<file path="config.mk">
export PLATFORM = sky130hd
export DESIGN_NAME = imm_encoder
export DESIGN_NICKNAME = d
export VERILOG_FILES = /design/src/rtl/imm_encoder.sv
export SDC_FILE = /design/constraint.sdc
export NUM_CORES = 1
export LEC_CHECK = 0
export ABC_AREA = 0
export BUFFER_PORTS_ARGS = -buffer_cell sky130_fd_sc_hd__buf_2
export CAP_MARGIN = 20
export CORE_MARGIN = 8
export CORE_UTILIZATION = 25
export DETAILED_ROUTE_END_ITERATION = 8
export SLEW_MARGIN = 20
export SYNTH_ARGS = -nofsm -noshare
export SYNTH_HDL_FRONTEND = slang
export SYNTH_SLANG_ARGS = --single-unit
</file>
<file path="constraint.sdc">
create_clock -name clk -period 3.05 [get_ports clk]
set_clock_uncertainty 0.05 [all_clocks]
set_input_delay 0.305 -clock clk [delete_from_list [all_inputs] [get_ports clk]]
set_output_delay 0.305 -clock clk [all_outputs]
set_load 0.005 [all_outputs]
</file>
<file path="src/rtl/imm_encoder.sv">
// Places an immediate into an instruction word (splitting oversized ADDI into LUI+ADDI).
// One-cycle latency; output words hold stable and input stalls while outReady is low.
module imm_encoder (
  input  logic        clk,
  input  logic        resetN,
  input  logic        inValid,
  output logic        inReady,
  input  logic [2:0]  immCntrl,
  input  logic [31:0] immVal,
  input  logic [31:0] baseInstr,
  output logic        outValid,
  input  logic        outReady,
  output logic [31:0] instrOut,
  output logic        rangeErr
);

  typedef enum logic [1:0] {EMPTY, ONE, LUI, ADDI} state_t;

  state_t      state_q;
  logic [31:0] instr_q;
  logic [31:0] addi_q;
  logic        err_q;

  logic [31:0] word_d;
  logic        err_d;
  logic        in_range;
  logic        fits12;
  logic        split_d;
  logic [19:0] lui_hi;
  logic [31:0] lui_word;
  logic [31:0] addi_word;
  logic        accept;

  assign fits12 = (&immVal[31:11]) | (~|immVal[31:11]);

  always_comb begin
    word_d   = baseInstr;
    in_range = 1'b1;
    case (immCntrl)
      3'b001: begin
        in_range       = ~|immVal[31:5];
        word_d[24:20]  = immVal[4:0];
      end
      3'b010: begin
        in_range       = fits12;
        word_d[31:20]  = immVal[11:0];
      end
      3'b011: begin
        in_range       = fits12;
        word_d[31:25]  = immVal[11:5];
        word_d[11:7]   = immVal[4:0];
      end
      3'b100: begin
        in_range       = ((&immVal[31:12]) | (~|immVal[31:12])) & ~immVal[0];
        word_d[31]     = immVal[12];
        word_d[30:25]  = immVal[10:5];
        word_d[11:8]   = immVal[4:1];
        word_d[7]      = immVal[11];
      end
      3'b101: begin
        in_range       = ~|immVal[11:0];
        word_d[31:12]  = immVal[31:12];
      end
      3'b110: begin
        in_range       = ((&immVal[31:20]) | (~|immVal[31:20])) & ~immVal[0];
        word_d[31]     = immVal[20];
        word_d[30:21]  = immVal[10:1];
        word_d[20]     = immVal[11];
        word_d[19:12]  = immVal[19:12];
      end
      default: in_range = 1'b0;
    endcase
    err_d = ~in_range;
  end

  // Only "addi rd, x0, imm" with rd != x0 can be rewritten as a LUI/ADDI pair.
  assign split_d = (immCntrl == 3'b010) && (baseInstr[6:0] == 7'b0010011) &&
                   (baseInstr[14:12] == 3'b000) && (baseInstr[19:15] == 5'd0) &&
                   (|baseInstr[11:7]) && !fits12;

  // Rounding the upper part compensates for ADDI sign-extending its low 12 bits.
  assign lui_hi    = immVal[31:12] + {19'd0, immVal[11]};
  assign lui_word  = {lui_hi, baseInstr[11:7], 7'b0110111};
  assign addi_word = {immVal[11:0], baseInstr[11:7], baseInstr[14:0]};

  assign inReady = resetN && ((state_q == EMPTY) ||
                              (((state_q == ONE) || (state_q == ADDI)) && outReady));
  assign accept  = inValid && inReady;

  always_ff @(posedge clk) begin
    if (!resetN) begin
      state_q <= EMPTY;
      instr_q <= 32'd0;
      addi_q  <= 32'd0;
      err_q   <= 1'b0;
    end else if (accept) begin
      state_q <= split_d ? LUI : ONE;
      instr_q <= split_d ? lui_word : word_d;
      err_q   <= split_d ? 1'b0 : err_d;
      addi_q  <= addi_word;
    end else if (outReady) begin
      case (state_q)
        LUI: begin
          state_q <= ADDI;
          instr_q <= addi_q;
          err_q   <= 1'b0;
        end
        ONE, ADDI: state_q <= EMPTY;
        default: state_q <= EMPTY;
      endcase
    end
  end

  assign outValid = (state_q != EMPTY);
  assign instrOut = instr_q;
  assign rangeErr = err_q;

endmodule

</file>
* After elaboration in Yosys (flattened, before gate mapping)
Index checks and enable logic that the tools add are counted.
** Word-level totals
- Register bits :: 67
- Latch bits :: 0
- RAM bits :: 0
- Memory bits (read-only) :: 0
- Output and inout bits :: 35
- Logic and storage cells :: 74
- Memories kept :: 0
** Operators by class
- Add/subtract/negate cells :: 1
- Multipliers :: 0
- Div/mod/pow operators :: 0
- Order comparisons :: 0
- Equality and inequality tests :: 10
- Shift operators :: 0
- Muxes and demuxes :: 17
- Bitwise operators :: 7
- Reduce and logical (&&, ||, !) cells :: 35
** Operator list (number)
- 2-to-1 mux 32 bit :: 4
- one-hot mux 7 bit (4 select lines) :: 1
- OR reduction 27 bit :: 1
- OR reduction 12 bit :: 2
- AND reduction 21 bit :: 1
- OR reduction 21 bit :: 1
- adder 20 x 1 -> 20 bit :: 1
- AND reduction 20 bit :: 1
- OR reduction 20 bit :: 1
- one-hot mux 5 bit (3 select lines) :: 1
- AND reduction 12 bit :: 1
- one-hot mux 5 bit (2 select lines) :: 1
- equality test 3 bit, second input constant :: 3
- logical AND 1 bit :: 8
- 2-to-1 mux 2 bit :: 4
- 2-to-1 mux 8 bit :: 1
- equality test 7 x 5 -> 1 bit, second input constant :: 1
- equality test 3 x 2 -> 1 bit, second input constant :: 2
- logical NOT 1 bit :: 6
- nonzero test 2 bit :: 3
- OR reduction 2 bit :: 3
- logical NOT 5 bit :: 1
- one-hot mux 1 bit (5 select lines) :: 1
- OR reduction 5 bit :: 1
- 11 further kinds :: 20

* Longest topological paths before layout
Gate-level depths: netlist of the first run.
- Depth in word-level cells :: 8
- Depth in mapped cells :: 9
- Depth with buffers taken out :: 8

* Least setup slack after synthesis of the first run
No wires, ideal clock.
- Path type :: in2reg
- Start :: in immVal[15]
- End :: reg instr_q[27], in the netlist instrOut[27]
- Arrival :: 1978 ps
- Slack :: 949 ps
- Stages :: 8
- Path buffers :: 2
- Cells stage by stage :: buf_2 > nand4_1 > nor4b_4 > nand4_2 > and3_4 > buf_6 > mux2_4 > o22ai_2
** On the way
- Word-level cells in the longest chain between the ends :: 7
- Elaborated cells between the ends (all ways) :: 9
- Those cells by class :: add/sub (1); mux (2); bitwise (1); reduce/logical (5)
** RTL lines
- start: declaration :: line 9 : input logic [31:0] immVal,
- parallel branches: the longest is 5 deep, another holds adder 20 x 1 -> 20 bit
- 2-to-1 mux 32 bit * :: line 98 : instr_q <= split_d ? lui_word : word_d;
- 2-to-1 mux 32 bit * :: line 96 : end else if (accept) begin
- end signal: assignment :: line 98
- end signal: assignment :: line 105 : instr_q <= addi_q;
- end: declaration :: line 20 : logic [31:0] instr_q;
Every way passes the cells marked *.
A chain may end at the register's enable or synchronous reset.

* Final worst setup path of the first run
- Start :: in immVal[11]
- End :: reg instr_q[25], in the netlist instrOut[25]
The elaborated chain is that of the path after synthesis.

==> results of run 1 <==
==> cells in the mapped netlist, types with 2 or more instances <==
cell and number:
mux2_2 10, nor3_1 10, xor2_1 9, nand4_1 7, nand4_2 2, nor2_1 36, o311a_1 2, nand2b_1 3
o22ai_1 5, a21o_1 2, dfxtp_1 62, a31oi_1 7, and2_1 2, or3_1 2, buf_1 4, and4_1 2
o21ai_0 17, o211ai_1 4, a211oi_1 10, buf_6 2, or4_1 3, clkbuf_1 23, a22oi_1 3, ha_1 3
nand3_1 24, a222oi_1 3, nand2_1 81, o221ai_1 13, a22o_1 7, nor4b_1 3, nor2b_1 4, or2_2 4
and3_1 5, a21oi_1 39, nand3b_1 3, mux2i_1 23, inv_1 6, nor4_1 5, buf_2 7, xnor2_1 9
==> state kept, by name, indices dropped and copies added (netlist names) <==
register  flops
rangeErr      1
addi_q       27
state_q       2
instrOut     32
==> where the power goes <==
part	internal (mW)	total, mW	switching (mW)
Clock	0.613	0.987	0.373
Combinational	0.175	0.423	0.248
Sequential	0.864	0.893	0.0282
==> cells by family (layout without fill, tap and decap cells) <==
group | after synthesis | after routing | synth area share [%]
xor gates and xnor gates | 18 | 18 | 4.20
adders and majority gates | 3 | 3 | 0.999
buffers and inverters | 42 | 135 | 4.83
AOI/OAI and AO/OA | 119 | 119 | 21.0
muxes | 34 | 34 | 9.52
and+or+nand+nor | 200 | 200 | 26.4
DFF | 62 | 62 | 33.0
==> per-layer routing <==
layer | up-vias | share of wire, %
met3 | 15 | 6.8
li1 | 1924 | -
met5 | - | 0
met2 | 150 | 46
met1 | 1901 | 46
met4 | 0 | 1.2
==> per-stage QoR <==
stage / total power [mW] / cell area (sq um) / hold WS, ps
final: 2.30 / 4720 / 182
after global routing: 2.42 / 4720 / 175
after CTS: 2.32 / 4720 / 178
after detailed placement: 1.33 / 4430 / 398
after global placement: 1.33 / 4430 / 390
after floorplan: 1.14 / 3760 / 383
==> worst max-delay path by stage <==
| stage | from | endpoint | slack, ps | cells after the start |
|---|---|---|---|---|
| final | immVal[11] | instrOut[25] | 790 | 8 |
| after global routing | immVal[11] | instrOut[25] | 590 | 8 |
| after detailed placement | immVal[11] | instrOut[25] | 450 | 8 |
| after floorplan | immVal[15] | instrOut[27] | 950 | 8 |
| after CTS | immVal[11] | instrOut[25] | 810 | 8 |
| after global placement | immVal[11] | instrOut[25] | 490 | 8 |
==> critical path, cell delays in order <==
cell and delay, ps:
buf_2 160, ha_1 180, and2_1 230, nor4b_4 460
nand4_2 230, nand3_1 440, nor2_1 100, o311a_1 340
==> area by class of cell <==
cell class                      count  share of cell area, %
Clock buffer                       13                   5.73
Multi-Input combinational cell    374                   49.7
Inverter                            6                  0.477
Clock inverter                      3                  0.371
Tap cell                          188                   4.99
Timing Repair Buffer              113                   12.4
Sequential cell                    62                   26.3
==> reports/summary.md, run 1 <==
The flow ran to the end, and the final reports show no timing, DRC or antenna violations. The cell depth of the worst min-delay path was 3. The most utilized layer in the global route result is met2. The end point of the worst hold path is addi_q[19].

The number of instances in the placed design is 743, and the total setup buffers inserted after CTS is 0. Compared with the post-synthesis result, the final layout area differs by 25.6%. The tools report the maximum VDD drop as 285 uV. The die covers 19200 sq um. The initial core utilization was 25.2%; the TritonCTS buffer count was 9. The run gives 2440 ps as the data arrival at the endpoint of the critical path.

The count of TritonRoute iterations in the first routing pass is 5, and the number of failing hold endpoints at the final stage is 0. In this run the deepest clock path goes through 2 buffers. For met3 alone, demand over resource in global routing was 4.18%. The tightest min-delay check is of the primary input to flip-flop type.

The number of cell instances on the worst register-to-register path is 6. For this run, the total global-route usage over all layers was measured as 14.4%. The top cell types in the final layout, fill and taps aside, are buf_2 (105), nand2_1 (81), dfxtp_1 (62). In the final layout, flip-flops and latches occupy 1240 sq um. The tools report the wire length of the first global-routing pass as 21900 um.

For this block, the initial DRC count from the detailed router was 268. The logs give 950 ps for the worst-case register-to-register setup slack and 787 ps for the setup slack after layout. For this design, the sink count on the clock tree is 62. The async set-reset flop share out of synthesis works out to 0%. The startpoint identified for the worst hold timing path is baseInstr[11]. After synthesis, the largest area contributor takes up 33.0% of total cell area.

In this run the power density over the cells is 488 nW/um^2. Adding up every negative setup slack in the final design gives 0 ps. The worst setup path is of the primary input to flip-flop kind. After clock tree synthesis, the clock-pin slew on the worst setup and hold paths is 50 ps.

Across the run, the number of max-cap violations was 0. The logs give 19.2% for the global routing usage on met1 and 0 for the residual DRC count. The logs give 478 for the number of cells produced by synthesis and 0 for the total overflow reported by the global router.

A synthesized cell averages 7.86 sq um. The startpoint identified for the worst register-to-register timing path is state_q[0]. TritonCTS built the clock tree. The kind of end point of the critical path was a flip-flop.

The tools report the count of distinct cell types in the synthesized netlist as 52. The run gives 330 ps as the latest clock arrival within the worst-skew pair. The tools report the net count of the mapped netlist as 552. The worst setup path is launched from a primary input.

The highest clock frequency the design can meet is 442 MHz. The run gives 0 as the max-slew violation count. For the number of primary I/O pins, the log shows 106. The final standard cell count with taps included and fillers excluded is 759, and the filler cell count is 1599. Counting flops and latches in the post-synthesis netlist gives 62. The required time of the critical path came out at 3220 ps. The count of cells resized by post-cts repair is 0, and the via count of the routed design is 3990. For this design the static power due to leakage is 1.97 nW. In the final routed layout, each cell accounts on average for 18.7 um.

For the H-tree depth, the log shows 3. Leaving out fill and tap cells, the most frequent cell in the layout is buf_2. The area of the multi-input gates was 2350 sq um. The repair_antennas step left the layout with diodes totalling 0.

The final clock period utilization by the worst path is 74.2%. Along the worst path, the maximum fanout reaches 14. The number of nets with antenna violations after detailed routing was 0. Among all flip-flop cells after synthesis, the most frequent one is dfxtp_1. Setup repair after global routing left no endpoint under its margin. From bottom edge to top edge, the die measures 139 um.

The core region is 14900 sq um. The net count of the finished layout is 640. The initial antenna violation count was 0; the post-place setup slack was 451 ps. The number of setup violations in the final report was 0. Measured against its own limit, the worst slew margin works out to 49.9%.

Worst flop-to-flop path endpoint: instrOut[12]. Clock period minus worst slack: 2260 ps. Dominant cell type by area after synthesis: dfxtp_1. The floorplan die width is 139 um. The wire length after detailed routing is 14200 um. For this design, the CTS-stage hold fixing added 0 buffers. At the end of routability-driven placement, the weighted congestion stood at 0.910.

The number of flops mapped to enable cells by yosys is 0. Using the TritonRoute via totals, the vias-per-cell ratio works out to 5.26. The Yosys warning count is 0. The share of final-layout standard cells stronger than drive strength 1 works out to 26.6%. The tools report the portion of the post-synthesis area used by sequential elements as 33.0%. After synthesis the cells add up to 3760 sq um.

For the pin with the worst max-slew slack, the measured transition is 751 ps. In this run the core area contains 45 standard-cell rows. For this run, global-route usage on met2 was measured as 22.2%. The number of global-route vias before repair is 3771. Ranked by total cell area, the synthesized netlist is headed by dfxtp_1 (33%), nand2_1 (8.1%), mux2i_1 (6.1%).

The cell at the root of the clock tree was clkbuf_16. The logs give 31.6% for the final core utilization and 10900 um for the placed wire-length estimate. The maximum number of pins on one net before global-route repair is 43, and the number of buffer cells added on primary ports is 105.
Power figures use the tool's default switching activity.
==> inputs of run 2 (changes only) <==
ABC_AREA = 1   (was 0)
clock period = 2 ns   (was 3.05 ns; I/O delays follow)
==> reports/summary.md, run 2 <==
The flow ran to the end, and the final reports show no timing, DRC or antenna violations. The clock period minus worst slack was 1780 ps. After technology mapping, the gate count stands at 675. The routed design uses 7080 um of met2 wire. The tools report the number of nets with antenna violations after detailed routing as 0. The cell at the root of the clock tree is clkbuf_16. For this run the aggregate overflow at the end of global routing stands at 0.

The classification of the worst-slack hold path was primary input to flip-flop. For the net count of the mapped netlist, the log shows 749. After floorplanning, the core was sized to cover 15900 sq um. For this design, the CTS-stage hold fixing added 0 buffers. The peak fanout along the critical path works out to 8.

The run gives 0 as the max-slew violation count. TritonCTS built the clock tree. For flop-to-flop paths, the worst setup slack is 230 ps. In this run, synthesis produced a sequential element count of 62. The routed layout has 4763 vias.

The H-tree was split into 3 levels. The tools report the maximum VDD drop as 429 uV. The initial antenna violation count is 0. The final layout contains routed wiring with a total length of 15700 um. The number of flops mapped to enable cells by yosys was 0. The clock net in this run drives a total of 62 sinks. The tools report the launching element type of the critical path as a primary input. The die is 144 um tall. The final clock period utilization by the worst path is 89.1%. In this run the static leakage power is 2.55 nW.

The async set-reset flop share out of synthesis is 0%, and the TritonCTS buffer count is 9. The tools report the combined area of all synthesized cells as 4080 sq um. The top cell types in the final layout, fill and taps aside, are nand2_1 (183), buf_2 (105), nor2_1 (87). For the latest clock arrival within the worst-skew pair, the log shows 340 ps.

By instance count, the leading cell after synthesis is nand2_1. By count the netlist is led by nand2_1 (183), nor2_1 (87), inv_1 (76), o21ai_0 (65), dfxtp_1 (62). Counting distinct cell types in the post-synthesis netlist gives 37. Compared with the post-synthesis result, the final layout area differs by 29.2%. The number of failing hold endpoints at the final stage was 0; the clock input transition at the sequential cells of the worst setup and hold paths was 60 ps.

Routability-driven placement finished with a final weighted congestion of 0.899. The wire length of the first global-routing pass is 24500 um. The count of maximum capacitance violations is 0, and the overall track demand over capacity in global routing is 15.3%.

For this run, the leading register cell type out of synthesis is dfxtp_1. For the total setup buffers inserted after CTS, the log shows 0. The dominant cell type by area after synthesis is dfxtp_1. In this run the core area contains 46 standard-cell rows. The floorplan die width is 144 um, and the flip-flop count of the largest register, all copies and words added is 32. Leaving out fill and tap cells, the most frequent cell in the layout is nand2_1.

Using the TritonRoute via totals, the vias-per-cell ratio works out to 4.69. The transition time at the pin with the least slew margin was 453 ps. Initial core utilization: 25.6%.

The power density over the cells is 684 nW/um^2, and the overall power of the completed layout is 3.61 mW. Setup repair after global routing left no endpoint under its margin. The logs give 4651 for the number of global-route vias before repair and 2160 ps for the required time of the critical path. Once the clock tree was built, the resizer swapped 0 gates to a different size.

The met1 routed wirelength after detailed routing is 7270 um, and the number of buffer cells added on primary ports is 105. For the Yosys warning count, the log shows 0. Of the cells placed in the final design, the portion with a size suffix greater than 1 is 22.1%. After synthesis, flip-flops and latches occupy 30.4% of the total area. The routed design uses 1140 um of met3 wire. After detailed routing, no signal wire sits above met4. After detailed routing, the number of remaining DRC violations is 0. In this run the tightest slew margin relative to its limit is 69.8%. The pre-antenna-repair detailed-routing pass consisted of 5 iterations.

The highest clock frequency the design can meet was 561 MHz. After synthesis, the cell types taking the most area are dfxtp_1 (30%), nand2_1 (17%), nor2_1 (8.0%). The logs give 12700 um for the placed wire-length estimate and 0 for the diode insertion count for antenna repair. Pin placement for this block handled 106 I/O pins.

The maximum number of pins on one net before global-route repair was 41. Setup violations remaining at the end of the flow were counted as 0. The synthesized design devotes to its leading area cell type 30.4% of total area.

The logs give 292 for the violation count after the first detailed-routing iteration and 1830 for the filler cell count. At the end of the flow, the number of nets in the layout was 869. After detailed routing, the average wire length per cell comes to 15.4 um. For the worst setup path, the data arrival time is 1940 ps.

A synthesized cell averages 6.05 sq um. Category of the most critical setup path: primary input to flip-flop. The kind of end point of the critical path was a flip-flop. The maximum count of clock buffers along a single path is 2.

Across all hold checks on the routed design, the worst slack comes to 79.9 ps. The overall die area was 20700 sq um.
## run 2: changes by cell type in the layout (fill, tap and decap cells not counted), moves of 9 or more
cell	change
inv_1	+70
nand2_2	+9
o21ai_0	+48
mux2i_1	-20
nand3_1	+28
a211oi_1	-10
nand2_1	+102
mux2_2	-9
nor2_1	+51
o221ai_1	-11
buf_4	+19
## run 2: per-layer routing
metal  vias to the layer above  GRT usage [%]
li1                       2415              -
met1                      2152           19.5
met2                       181           25.0
met3                        15           4.08
met4                         0           4.04
met5                         -              0
## run 2: layout make-up
type / count / area, sq um / area share (%)
clock buffers: 10 / 239 / 4.53
well taps: 216 / 270 / 5.12
flip-flops and latches: 62 / 1240 / 23.5
repair buffers: 132 / 728 / 13.8
clock inverters: 6 / 68.8 / 1.30
inverters: 84 / 318 / 6.02
multi-input cells: 506 / 2410 / 45.7
## run 2: path summary, 6_finish.rpt
kind                                   from      endpoint  depth (start not counted)
worst max-delay path             immVal[11]  instrOut[18]                          9
worst min-delay path             immVal[10]    addi_q[30]                          3
worst max register to register   state_q[1]  instrOut[26]                         10
worst min register to register  instrOut[6]   instrOut[6]                          2
## run 2: per-stage QoR
step	instance area, sq um	instances	worst slack [ps]	util (%)	setup TNS (ps)
2_1_floorplan	4080	675	445	-	0
3_3_place_gp	4970	1000	-80.0	31.2	-91.9
3_5_place_dp	4970	1000	-92.9	31.2	-312
4_1_cts	5280	1016	230	33.1	0
5_1_grt	5280	1016	6.35	33.1	0
6_report	5280	1016	217	33.1	0
## run 2: logic make-up after synthesis
logic type	Yosys count	synth area share, %
flip-flops	62	30.4
XOR/XNOR	9	1.93
adder cells (fa/ha/maj)	3	0.919
buffers and inverters	107	10.5
AND/OR/NAND/NOR	363	38.7
multiplexers	4	1.01
AO/OA/AOI/OAI	127	16.5
## run 2: report_power, final
group          internal [mW]  switching (mW)
Clock                   1.00           0.618
Combinational          0.240           0.414
Sequential              1.30          0.0294
Total                   2.55            1.06
## run 2: worst max-delay path, stage by stage
cell and delay, ps:
buf_2 170, ha_1 220, ha_1 350, inv_1 160
nor2_1 230, xor2_1 180, nor2_1 60, o21ai_0 250
a21oi_1 110
